## config.mk

```make
export PLATFORM = sky130hd
export DESIGN_NAME = comparator_s2_flat
export DESIGN_NICKNAME = d
export VERILOG_FILES = /design/src/rtl/comparator_pkg.sv /design/src/rtl/comparator_s2_if.sv /design/src/rtl/comparator_lsb.sv /design/src/rtl/comparator_s2.sv /design/src/flat_wrapper.sv
export SDC_FILE = /design/constraint.sdc
export NUM_CORES = 1
export LEC_CHECK = 0
export ABC_AREA = 1
export CORE_MARGIN = 2
export CORE_UTILIZATION = 32
export CTS_CLUSTER_SIZE = 10
export DETAILED_ROUTE_END_ITERATION = 12
export DONT_BUFFER_PORTS = 1
export PLACE_DENSITY_LB_ADDON = 0.05
export REMOVE_ABC_BUFFERS = 1
export SLEW_MARGIN = 20
export SYNTH_ARGS = -nofsm -noshare
export SYNTH_HDL_FRONTEND = slang
export SYNTH_HIERARCHICAL = 1
export SYNTH_SLANG_ARGS = --single-unit
```

## constraint.sdc

```tcl
create_clock -name clk_i -period 2.2 [get_ports clk_i]
set_clock_uncertainty 0.15 [all_clocks]
set_input_delay 0.66 -clock clk_i [delete_from_list [all_inputs] [get_ports clk_i]]
set_output_delay 0.66 -clock clk_i [all_outputs]
set_load 0.01 [all_outputs]
```

## src/rtl/comparator_pkg.sv

```systemverilog
// Shared verdict encoding and skid-buffer state type for the split magnitude comparator.
package comparator_pkg;

  localparam logic [1:0] CMP_LT  = 2'b10;
  localparam logic [1:0] CMP_GT  = 2'b01;
  localparam logic [1:0] CMP_EQ  = 2'b00;
  localparam logic [1:0] CMP_ILL = 2'b11;

  typedef enum logic [1:0] {
    StEmpty = 2'b00,
    StOne   = 2'b01,
    StTwo   = 2'b10
  } skid_state_e;

  function automatic logic cmp_ge(logic [1:0] cmp);
    return (cmp == CMP_GT) || (cmp == CMP_EQ);
  endfunction

endpackage

```

## src/rtl/comparator_s2_if.sv

```systemverilog
// Token-in / verdict-out handshake bundle for comparator stage 2.
interface comparator_s2_if #(
  parameter int unsigned LSB_W = 7,
  parameter int unsigned TAG_W = 4
);
  logic             valid_i;
  logic             ready_o;
  logic [1:0]       feedback_i;
  logic [LSB_W-1:0] a_lsb_i;
  logic [LSB_W-1:0] b_lsb_i;
  logic [TAG_W-1:0] tag_i;
  logic             valid_o;
  logic             ready_i;
  logic [1:0]       cmp_o;
  logic             a_ge_b_o;
  logic             err_o;
  logic [TAG_W-1:0] tag_o;

  modport master (
    output valid_i, feedback_i, a_lsb_i, b_lsb_i, tag_i, ready_i,
    input  ready_o, valid_o, cmp_o, a_ge_b_o, err_o, tag_o
  );

  modport slave (
    input  valid_i, feedback_i, a_lsb_i, b_lsb_i, tag_i, ready_i,
    output ready_o, valid_o, cmp_o, a_ge_b_o, err_o, tag_o
  );
endinterface

```

## src/rtl/comparator_lsb.sv

```systemverilog
// Combinational verdict: merges the stage-1 MSB verdict with an unsigned LSB compare.
module comparator_lsb
  import comparator_pkg::*;
#(
  parameter int unsigned LSB_W = 7
) (
  input  logic [1:0]       feedback,
  input  logic [LSB_W-1:0] a_lsb,
  input  logic [LSB_W-1:0] b_lsb,
  output logic [1:0]       cmp,
  output logic             a_ge_b,
  output logic             err
);

  always_comb begin
    cmp = CMP_ILL;
    case (feedback)
      CMP_LT: cmp = CMP_LT;
      CMP_GT: cmp = CMP_GT;
      CMP_EQ: begin
        if (a_lsb < b_lsb)      cmp = CMP_LT;
        else if (a_lsb > b_lsb) cmp = CMP_GT;
        else                    cmp = CMP_EQ;
      end
      default: cmp = CMP_ILL;
    endcase
  end

  assign a_ge_b = cmp_ge(cmp);
  assign err    = (feedback == CMP_ILL);

endmodule

```

## src/rtl/comparator_s2.sv

```systemverilog
// Comparator stage 2: verdict logic behind a valid/ready output register.
// Define COMP_S2_SKID_EN for a 2-entry skid buffer with a registered ready_o.
module comparator_s2
  import comparator_pkg::*;
#(
  parameter int unsigned LSB_W = 7,
  parameter int unsigned TAG_W = 4
) (
  input logic            clk_i,
  input logic            rst_i,
  comparator_s2_if.slave bus
);

  localparam int unsigned PayW = TAG_W + 4;

  logic [1:0]      cmp_n;
  logic            a_ge_b_n;
  logic            err_n;
  logic [PayW-1:0] pay_in;
  logic [PayW-1:0] head_q;
  logic            valid_q;
  logic            accept;

  comparator_lsb #(
    .LSB_W(LSB_W)
  ) u_lsb (
    .feedback(bus.feedback_i),
    .a_lsb   (bus.a_lsb_i),
    .b_lsb   (bus.b_lsb_i),
    .cmp     (cmp_n),
    .a_ge_b  (a_ge_b_n),
    .err     (err_n)
  );

  assign pay_in  = {cmp_n, a_ge_b_n, err_n, bus.tag_i};
  assign accept  = bus.valid_i & bus.ready_o;
  assign bus.valid_o = valid_q;
  assign {bus.cmp_o, bus.a_ge_b_o, bus.err_o, bus.tag_o} = head_q;

`ifdef COMP_S2_SKID_EN
  skid_state_e     state_q;
  logic            ready_q;
  logic [PayW-1:0] skid_q;

  assign bus.ready_o = ready_q;

  // head_q is always the oldest token; skid_q only holds the one caught during a stall.
  always_ff @(posedge clk_i) begin
    if (rst_i) begin
      state_q <= StEmpty;
      ready_q <= 1'b1;
      valid_q <= 1'b0;
      head_q  <= '0;
      skid_q  <= '0;
    end else begin
      case (state_q)
        StEmpty: begin
          if (accept) begin
            head_q  <= pay_in;
            valid_q <= 1'b1;
            state_q <= StOne;
          end
        end
        StOne: begin
          if (accept && !bus.ready_i) begin
            skid_q  <= pay_in;
            state_q <= StTwo;
            ready_q <= 1'b0;
          end else if (accept) begin
            head_q <= pay_in;
          end else if (bus.ready_i) begin
            valid_q <= 1'b0;
            state_q <= StEmpty;
          end
        end
        StTwo: begin
          if (bus.ready_i) begin
            head_q  <= skid_q;
            state_q <= StOne;
            ready_q <= 1'b1;
          end
        end
        default: begin
          state_q <= StEmpty;
          ready_q <= 1'b1;
          valid_q <= 1'b0;
        end
      endcase
    end
  end
`else
  assign bus.ready_o = ~valid_q | bus.ready_i;

  always_ff @(posedge clk_i) begin
    if (rst_i) begin
      valid_q <= 1'b0;
      head_q  <= '0;
    end else if (accept) begin
      head_q  <= pay_in;
      valid_q <= 1'b1;
    end else if (bus.ready_i) begin
      valid_q <= 1'b0;
    end
  end
`endif

endmodule

```

## src/flat_wrapper.sv

```systemverilog
// flat-port wrapper written by rule: the top's interface ports become plain ports
module comparator_s2_flat import comparator_pkg::*;
#(
  parameter int unsigned LSB_W = 7,
  parameter int unsigned TAG_W = 4
)
  (clk_i, rst_i, bus_valid_i, bus_feedback_i, bus_a_lsb_i, bus_b_lsb_i, bus_tag_i, bus_ready_i, bus_ready_o, bus_valid_o, bus_cmp_o, bus_a_ge_b_o, bus_err_o, bus_tag_o);
  comparator_s2_if #(.LSB_W(LSB_W), .TAG_W(TAG_W)) bus_i ();
  input logic clk_i;
  input logic rst_i;
  input wire logic [$bits(bus_i.valid_i)-1:0] bus_valid_i;
  input wire logic [$bits(bus_i.feedback_i)-1:0] bus_feedback_i;
  input wire logic [$bits(bus_i.a_lsb_i)-1:0] bus_a_lsb_i;
  input wire logic [$bits(bus_i.b_lsb_i)-1:0] bus_b_lsb_i;
  input wire logic [$bits(bus_i.tag_i)-1:0] bus_tag_i;
  input wire logic [$bits(bus_i.ready_i)-1:0] bus_ready_i;
  output wire logic [$bits(bus_i.ready_o)-1:0] bus_ready_o;
  output wire logic [$bits(bus_i.valid_o)-1:0] bus_valid_o;
  output wire logic [$bits(bus_i.cmp_o)-1:0] bus_cmp_o;
  output wire logic [$bits(bus_i.a_ge_b_o)-1:0] bus_a_ge_b_o;
  output wire logic [$bits(bus_i.err_o)-1:0] bus_err_o;
  output wire logic [$bits(bus_i.tag_o)-1:0] bus_tag_o;
  assign bus_i.valid_i = bus_valid_i;
  assign bus_i.feedback_i = bus_feedback_i;
  assign bus_i.a_lsb_i = bus_a_lsb_i;
  assign bus_i.b_lsb_i = bus_b_lsb_i;
  assign bus_i.tag_i = bus_tag_i;
  assign bus_i.ready_i = bus_ready_i;
  assign bus_ready_o = bus_i.ready_o;
  assign bus_valid_o = bus_i.valid_o;
  assign bus_cmp_o = bus_i.cmp_o;
  assign bus_a_ge_b_o = bus_i.a_ge_b_o;
  assign bus_err_o = bus_i.err_o;
  assign bus_tag_o = bus_i.tag_o;
  comparator_s2 #(.LSB_W(LSB_W), .TAG_W(TAG_W)) u_core (.clk_i(clk_i), .rst_i(rst_i), .bus(bus_i));
endmodule
```

### After elaboration in Yosys (flattened, before gate mapping)

Index checks and enable logic that the tools add are counted.

| word-level totals | value |
|---|---|
| bits in registers | 9 |
| output and inout port bits | 10 |
| logic and storage cells | 20 |
| input bits | 24 |

| operators by class | value |
|---|---|
| equality and inequality tests | 4 |
| bitwise operators | 3 |
| $lt $le $gt $ge | 2 |
| reduce and logical (&&, ||, !) cells | 4 |
| muxes and demuxes | 5 |

Operators by type and width:

| kind | count |
|---|---|
| 7-bit > comparator | 1 |
| 7-bit less-than comparator | 1 |
| 2-bit case mux with 3 select lines | 1 |
| 2-bit by 1-bit == test with 1-bit output (second input constant) | 2 |
| 2-bit == test (second input constant) | 2 |
| 2-bit logical NOT | 2 |
| 1-bit 2-to-1 mux | 3 |
| 2-bit 2-to-1 mux | 1 |
| 2-bit nonzero test | 1 |
| 1-bit AND | 1 |
| 1-bit logical OR | 1 |
| 1-bit inverter | 1 |
| 1-bit bitwise OR | 1 |

### Depth between registers and ports, before layout

| logic depth | value |
|---|---|
| depth in word-level cells | 6 |
| gate-level depth with buffers | 13 |
| gate-level depth less buffers | 13 |

### Hierarchy

The synthesis kept the hierarchy.

By module, submodules not included:

| module | seq. area each (um2) | cells an instance | area an instance (um2) | times used |
|---|---|---|---|---|
| comparator_s2 | 180.2 | 57 | 473.0 | 1 |
| comparator_lsb | 0.0 | 45 | 246.5 | 1 |

### Least setup slack after synthesis

Ideal clock, no wire load.

| path | value |
|---|---|
| path kind | in2reg |
| start | input port bus_b_lsb_i[6] |
| end | register u_core.head_q[6] |
| data required time | 1937 ps |
| stages | 12 |
| library setup time | 113 ps |
| path slack | 372 ps |
| arrival time | 1565 ps |
| path buffers | 0 |
| cells stage by stage | inv_1 -> ha_1 -> nand2_2 -> inv_1 -> a21oi_2 -> nand2_2 -> nand2_1 -> inv_1 -> inv_1 -> nand3_1 -> nand2_1 -> nor2_1 |

| between the ends | value |
|---|---|
| longest elaborated chain between the ends | 4 |
| elaborated cells between the ends (all ways) | 5 |
| those cells by class | order compare: 2; mux: 3 |

Ends and longest elaborated chain:

| element | RTL line | source |
|---|---|---|
| from (decl) | flat_wrapper.sv:14 | `input wire logic [$bits(bus_i.b_lsb_i)-1:0] bus_b_lsb_i;` |
| 7-bit > comparator | comparator_lsb.sv:22 | `else if (a_lsb > b_lsb) cmp = CMP_GT;` |
| 1-bit 2-to-1 mux | comparator_lsb.sv:22 |  |
| 2-bit 2-to-1 mux (*) | comparator_lsb.sv:21 | `if (a_lsb < b_lsb) cmp = CMP_LT;` |
| 2-bit case mux with 3 select lines (*) | comparator_lsb.sv:17 | `case (feedback)` |
| via u_core.cmp_n[0] | comparator_s2.sv:16 | `logic [1:0] cmp_n;` |
| to (signal assigned) | comparator_s2.sv:99 | `head_q <= pay_in;` |
| to (decl) | comparator_s2.sv:20 | `logic [PayW-1:0] head_q;` |

Mark *: on every way through the listed nets, which the timed path passes. The rest lies on a longest branch.
A chain may end at the register's enable or synchronous reset.

### Final worst setup path

| path | value |
|---|---|
| start | input port bus_ready_i |
| end | output port bus_ready_o |

| between the ends | value |
|---|---|
| longest elaborated chain between the ends | 1 |

Ends and longest elaborated chain:

| element | RTL line | source |
|---|---|---|
| from (decl) | flat_wrapper.sv:16 | `input wire logic [$bits(bus_i.ready_i)-1:0] bus_ready_i;` |
| 1-bit bitwise OR | comparator_s2.sv:92 | `assign bus.ready_o = ~valid_q \| bus.ready_i;` |
| to (decl) | flat_wrapper.sv:17 | `output wire logic [$bits(bus_i.ready_o)-1:0] bus_ready_o;` |

No other way between the ends.

==> parameters.txt <==
Parameter                              Value

Outcome
  Run status    finished, final reports clean

Placement
  Post-DP HPWL    between 900 and 1000 µm
  Worst setup slack after placement    around 290 ps
  Routability-driven placement congestion ratio    ~0.67
  Count of input and output buffers    0
  Total placed instance area    around 700 µm²

Global routing
  Global-route wire length before repair    between 2000 and 2500 µm
  Number of antenna violations at the first check in global routing    0
  Vias in the first global route    between 400 and 500
  Pin count of the biggest net entering global routing    19
  Total global routing track utilization    a little over a tenth
  Leftover overflow at the end of global routing    0

Synthesis
  Number of distinct library cell variants in the gate-level netlist after synthesis    16
  Total of warnings raised by yosys    6
  Portion of the post-synthesis area used by sequential elements    approximately 25%
  Number of enable flip-flop cells after synthesis    0
  Cells after Synth    102
  Top cell type's share of synthesized area    ~25%
  Primary FF master, synth    dfxtp_1
  Largest area contributor in the netlist    dfxtp_1
  Share of synthesized flip-flops with an asynchronous set or reset    0%
  Leading post-synthesis cells by cell area    dfxtp_1 25%, a21oi_2 12%, ha_1 12%, inv_1 12%, nand2_1 11%
  Mean cell area of the mapped netlist    7.05 µm²
  Number of synthesized register bits    9
  Mapped Area    slightly above 700 µm²

CTS
  Clock transition at path regs    approximately 60 ps
  Total setup buffers inserted after CTS    0
  Max H-tree Level    1
  Number of buffers inserted during clock tree synthesis    3
  Maximum count of clock buffers along a single path    2
  Clock tree from TritonCTS    yes
  Number of resized instances in the post-cts repair step    0
  Clock insertion delay at the later pin of the skew report    roughly 250 ps
  TritonCTS sink count    9
  Clock Root Buffer    clkbuf_4
  Hold buffers post-CTS    0

Worst setup path
  Series of cell instances along the critical path    inv_2, nand2_4
  Buffers and inverters on the worst path    1
  Critical path type    primary input to primary output
  Top Family by Delay on Critical Path    simple AND/OR/NAND/NOR gates
  Maximum fanout along the worst path    18
  Endpoint type of the worst setup path    primary output
  Standard cell with the maximum stage delay on the critical path    nand2_4
  Startpoint type of the worst setup path    primary input
  Worst EP arrival    roughly 900 ps
  CP peak stage delay    220 ps
  Required time reported for the critical path endpoint    roughly 1400 ps

Final layout
  Signed area change from the synthesized netlist to the final layout    1.39%
  Core occupancy in the finished layout    between 30% and 40%
  Highest-count cells in the layout ignoring fill and taps    23 x inv_1, 22 x nand2_1, 10 x a21oi_2, 10 x nor2_1, 9 x dfxtp_1
  Post-route design area    around 730 µm²
  Number of antenna cells inserted    0
  Total Nets Final    135
  Share of cells above drive strength 1    20.4%
  Leading cell type in the layout, fill and taps excluded    inv_1

Routing
  Routed WL    about 1200 µm
  Number of routed nets with antenna violations    0
  Initial DRT Pass Iterations    4
  DRC violation count after routing    0
  Average routed wire per standard cell    9.39 µm
  Mean number of vias per cell    4.27
  Count of vias placed by the detailed router    559
  DR iter-0 viols    6

Timing
  Headroom to the max-slew limit    81.3%
  Measured slew at the worst slew-check pin    approximately 280 ps
  Post-layout min period    roughly 1700 ps
  RSZ-0062 raised after global routing    false
  Total count of hold-check failures in the final report    0
  Number of pins exceeding their max-slew limit in the final report    0
  Setup WS post-layout    between 400 and 500 ps
  Final total negative setup slack    0 ps
  Final Cycle Share    slightly below 80%
  # setup viols final    0
  Max Clk Rate    ~580 MHz

Floorplan
  Die Wd    ~50 µm
  Die extent in y    just over 50 µm
  Row cnt    17
  Die Footprint    2640 µm²
  Effective utilization at floorplan    ~33%
  Placeable core region    about 2200 µm²
  I/O Pins    34

Pwr
  Maximum vdd ir drop    about 0.33 mV
  Total power    around 0.00040 W
  Power density of the placed cells    roughly 550 nW/µm²
  Leakage power figure    roughly 0.4 nW

Flow run
  Max-capacitance violation count    0

Hold path
  Worst hold-check path type    primary input to register
-- cell families (layout without fill, tap and decap cells) --
family	Yosys count	after routing	share of synthesized area, %
simple gates	45	45	27.8
buf+inv	29	30	21.4
compound gates	12	12	13.6
flops	9	9	25.0
fa+ha+maj	7	7	12.2
-- state kept, by name, summed over array words and instances, names as in the netlist --
name and flops:
u_core/head_q 8, u_core/bus.valid_o 1
-- worst register-to-register path, stage by stage, from the launching register on --
cell     delay, ps
dfxtp_1        420
nand2_4        210
a21oi_2        170
nor2_1          50
-- per-stage QoR --
stage                     instances  hold slack (ps)
after global routing            131              282
after detailed placement        127              383
final                           131              310
after CTS                       131              298
after global placement          127              377
after floorplan                  99              364
-- report_power, final --
part	total (W)	internal, W	switching, W
clock	0.000125	0.0000697	0.0000557
sequential	0.000193	0.000176	0.0000166
combinational	0.0000825	0.0000370	0.0000455
total	0.000401	0.000283	0.000118
-- per-layer routing --
metal / vias to the layer above / part of all wire, % / GRT usage [%]
met2: 22 / 38 / 15.0
met5: - / 0 / 0
met4: 0 / 0 / 2.63
met3: 0 / 9.9 / 7.31
li1: 310 / - / -
met1: 227 / 52 / 13.3
-- path summary, 6_finish.rpt --
| path | from | endpoint | slack [ps] | cells past startpoint |
|---|---|---|---|---|
| setup / recovery | bus_ready_i | bus_ready_o | 490 | 2 |
| hold / removal | rst_i | u_core/bus.valid_o | 310 | 1 |
| setup reg to reg | u_core/bus.valid_o | u_core/head_q[0] | 1090 | 3 |
| hold reg to reg | u_core/head_q[2] | u_core/head_q[2] | 390 | 2 |
-- cell type report --
class                      instances  area [µm²]
fill                             242        1440
multi-input combinational         64         385
clock buffer                       4        26.3
sequential                         9         180
inverter                          26         103
tap                               28        35.0
-- cell usage after synthesis, types with 2 or more instances --
| cell type | number |
|---|---|
| inv_1 | 23 |
| nand2_1 | 22 |
| a21oi_2 | 10 |
| nor2_1 | 10 |
| dfxtp_1 | 9 |
| nand3_1 | 8 |
| ha_1 | 7 |
| a21oi_1 | 2 |
| buf_12 | 2 |
| inv_2 | 2 |
| nand2_2 | 2 |
(Power assumes the default switching activity.)
==> RTL edit: new RTL, same flow settings <==
`TAG_W` is set to 4 in 3 places; all go to 6.
--- a/src/rtl/comparator_s2_if.sv
+++ b/src/rtl/comparator_s2_if.sv
@@ -2,5 +2,5 @@
 interface comparator_s2_if #(
   parameter int unsigned LSB_W = 7,
-  parameter int unsigned TAG_W = 4
+  parameter int unsigned TAG_W = 6
 );
   logic             valid_i;
--- a/src/rtl/comparator_s2.sv
+++ b/src/rtl/comparator_s2.sv
@@ -5,5 +5,5 @@
 #(
   parameter int unsigned LSB_W = 7,
-  parameter int unsigned TAG_W = 4
+  parameter int unsigned TAG_W = 6
 ) (
   input logic            clk_i,
--- a/src/flat_wrapper.sv
+++ b/src/flat_wrapper.sv
@@ -3,5 +3,5 @@
 #(
   parameter int unsigned LSB_W = 7,
-  parameter int unsigned TAG_W = 4
+  parameter int unsigned TAG_W = 6
 )
   (clk_i, rst_i, bus_valid_i, bus_feedback_i, bus_a_lsb_i, bus_b_lsb_i, bus_tag_i, bus_ready_i, bus_ready_o, bus_valid_o, bus_cmp_o, bus_a_ge_b_o, bus_err_o, bus_tag_o);
Ports: changed (resized bus_tag_i and bus_tag_o); port bits go from 34 to 38. The function was not compared with the original's and may differ.
==> RTL edit against the unedited design <==
- hold slack gained 0.0025 ns
- wire length grew 12%
- area after synthesis grew 3.7%
- critical path depth grew 10
- first-iteration DRC count grew 120%
- total power grew 11%
- die area grew 3.4%
- final area grew 5.7%
- worst setup slack gained 0.081 ns
- sequential cell count grew 2
==> RTL edit: results (changes against the unedited design) <==
* Outcome: finished, final reports clean
* Worst-path clk slew at 0.06 ns (about the same)
* Clock Path Buffers at 2 (unchanged)
* Total number of vias at 640 (+14%)
* GR Util met1 at 0.148 (+0.0144)
* Hold crit path type: primary input to flop
* CP startpoint: bus_b_lsb_i[6]
* Reg with most FFs: u_core/head_q
* Detailed Route Iter0 Violations at 13 (+7)
* Met3 Resource Use GR at 0.0571 (-0.0160)
* TritonRoute pass-1 iters at 4 (unchanged)
* Max FFs per register at 10 (+2)
* Top Layer Used: met3
* Post-synth top cells: inv_1, nand2_1, a21oi_1, nor2_1
* Inserted Clock Buffers at 3 (unchanged)
* Slowest cell on the critical path: ha_1
* Reg2reg path depth at 4 (+1)
* IO Port Bufs at 0 (unchanged)
* Setup slack, reg-to-reg at 1.03 ns (-0.06 ns)
* Seq/Total Area, Yosys at 0.295 (+0.0449)
* Final WL at 1.38 mm (+12%)
* Initial antenna violation count at 0 (unchanged)
* HP Start: rst_i
* Crit Path Max Fanout at 2 (-16)
* Setup Fix Bufs, Post-CTS at 0 (unchanged)
* First-pass GRT wire length at 2.36 mm (+13%)
* CP arrival at 1.63 ns (+0.73 ns)
* FF-to-FF Start: u_core/bus.valid_o
* Ratio of cells with drive above 1 in the final layout at 0.0776 (-0.126)
* Worst skew pair latency at 0.25 ns (about the same)
* Reg-to-Reg End: u_core/head_q[2]
* Post_cts resized at 0 (unchanged)
* M2 GR Usage at 0.175 (+0.0255)
* Nets at 150 (+11%)
* Ys async rst share at 0 (unchanged)
* Deepest level of the CTS H-tree at 1 (unchanged)
* Vias in the first global route at 573 (+16%)
* RePlAce Congestion at 0.710 (+5.8%)
* Ys flop type: dfxtp_1
* WL met1 at 728 µm (+14%)
* Slew margin rel. at 0.790 (-0.0231)
* Synth cell types at 14 (-2)
* Clk root buf: clkbuf_4
* Worst hold endpoint: u_core/bus.valid_o
* Global Route Usage Sum at 0.114 (+0.00684)
* Detailed placer's ending HPWL at 1.04 mm (+11%)
* Yosys warns at 6 (unchanged)
* Worst hold path cell count at 1 (unchanged)
* Pin count of the biggest net entering global routing at 22 (+3)
* Maximum vdd drop at 0.484 mV (+47%)
* Worst Setup EP: u_core/head_q[8]
* Sw Ratio at 0.280 (-0.0136)
* Number of synthesized flops with an enable pin at 0 (unchanged)
* Metal2 WL at 517 µm (+10%)
* Synth area leaders: dfxtp_1, inv_1, nand2_1
* WL met3 at 130 µm (+6.6%)
* Diodes inserted at 0 (unchanged)
* Biggest cell delay along the critical path at 0.29 ns (+0.07 ns)
* Static Leak at 0.450 nW (+9.1%)
-- RTL edit: changes by cell type in the layout (fill, tap and decap cells not counted) --
cell | before | now
nand2_2 | 2 | 3
inv_2 | 2 | 0
buf_4 | 0 | 1
nand2_1 | 22 | 24
a21oi_1 | 2 | 13
clkinv_4 | 1 | 0
inv_1 | 23 | 27
nor2_1 | 10 | 12
dfxtp_1 | 9 | 11
nand2_4 | 1 | 0
nand3_2 | 1 | 0
a21oi_2 | 10 | 1
nand3_1 | 8 | 11
clkinv_1 | 0 | 1
-- RTL edit: through the flow --
step                hold slack [ns]  utilization  setup WS, ns  instances  cell area, µm²
floorplan                     0.368            -         0.350        111             702
global placement              0.382        0.337         0.295        140             744
detailed placement            0.391        0.337         0.294        140             744
CTS                           0.302        0.348         0.571        144             771
global route                  0.297        0.348         0.422        144             771
finish                        0.313        0.348         0.570        144             771
-- RTL edit: power groups by stage --
stage                     clock (mW)  sequential (mW)  combinational, mW
after floorplan                    0            0.234             0.0715
after global placement             0            0.237             0.0826
after detailed placement           0            0.237             0.0846
after CTS                      0.139            0.232             0.0851
after global routing           0.149            0.234              0.104
final                          0.131            0.232             0.0838
-- RTL edit: worst max-delay path: cells and delay by family --
family          cells  cell delay, ns
simple gates        6            0.37
fa+ha+maj           1            0.29
compound gates      1            0.16
buf+inv             4            0.14
-- RTL edit: cells by family after synthesis --
logic type,count (synthesis),synth area share
fa+ha+maj,7,0.117
flops,11,0.295
simple gates,51,0.289
buf+inv,32,0.200
compound gates,14,0.0990
-- RTL edit: final cells by class --
cell class | instances | area, µm²
inverters | 28 | 105
clock buffers | 4 | 26.3
multi-input cells | 72 | 377
flip-flops and latches | 11 | 220
repair buffers | 1 | 7.51
well taps | 28 | 35.0
fillers | 259 | 1440
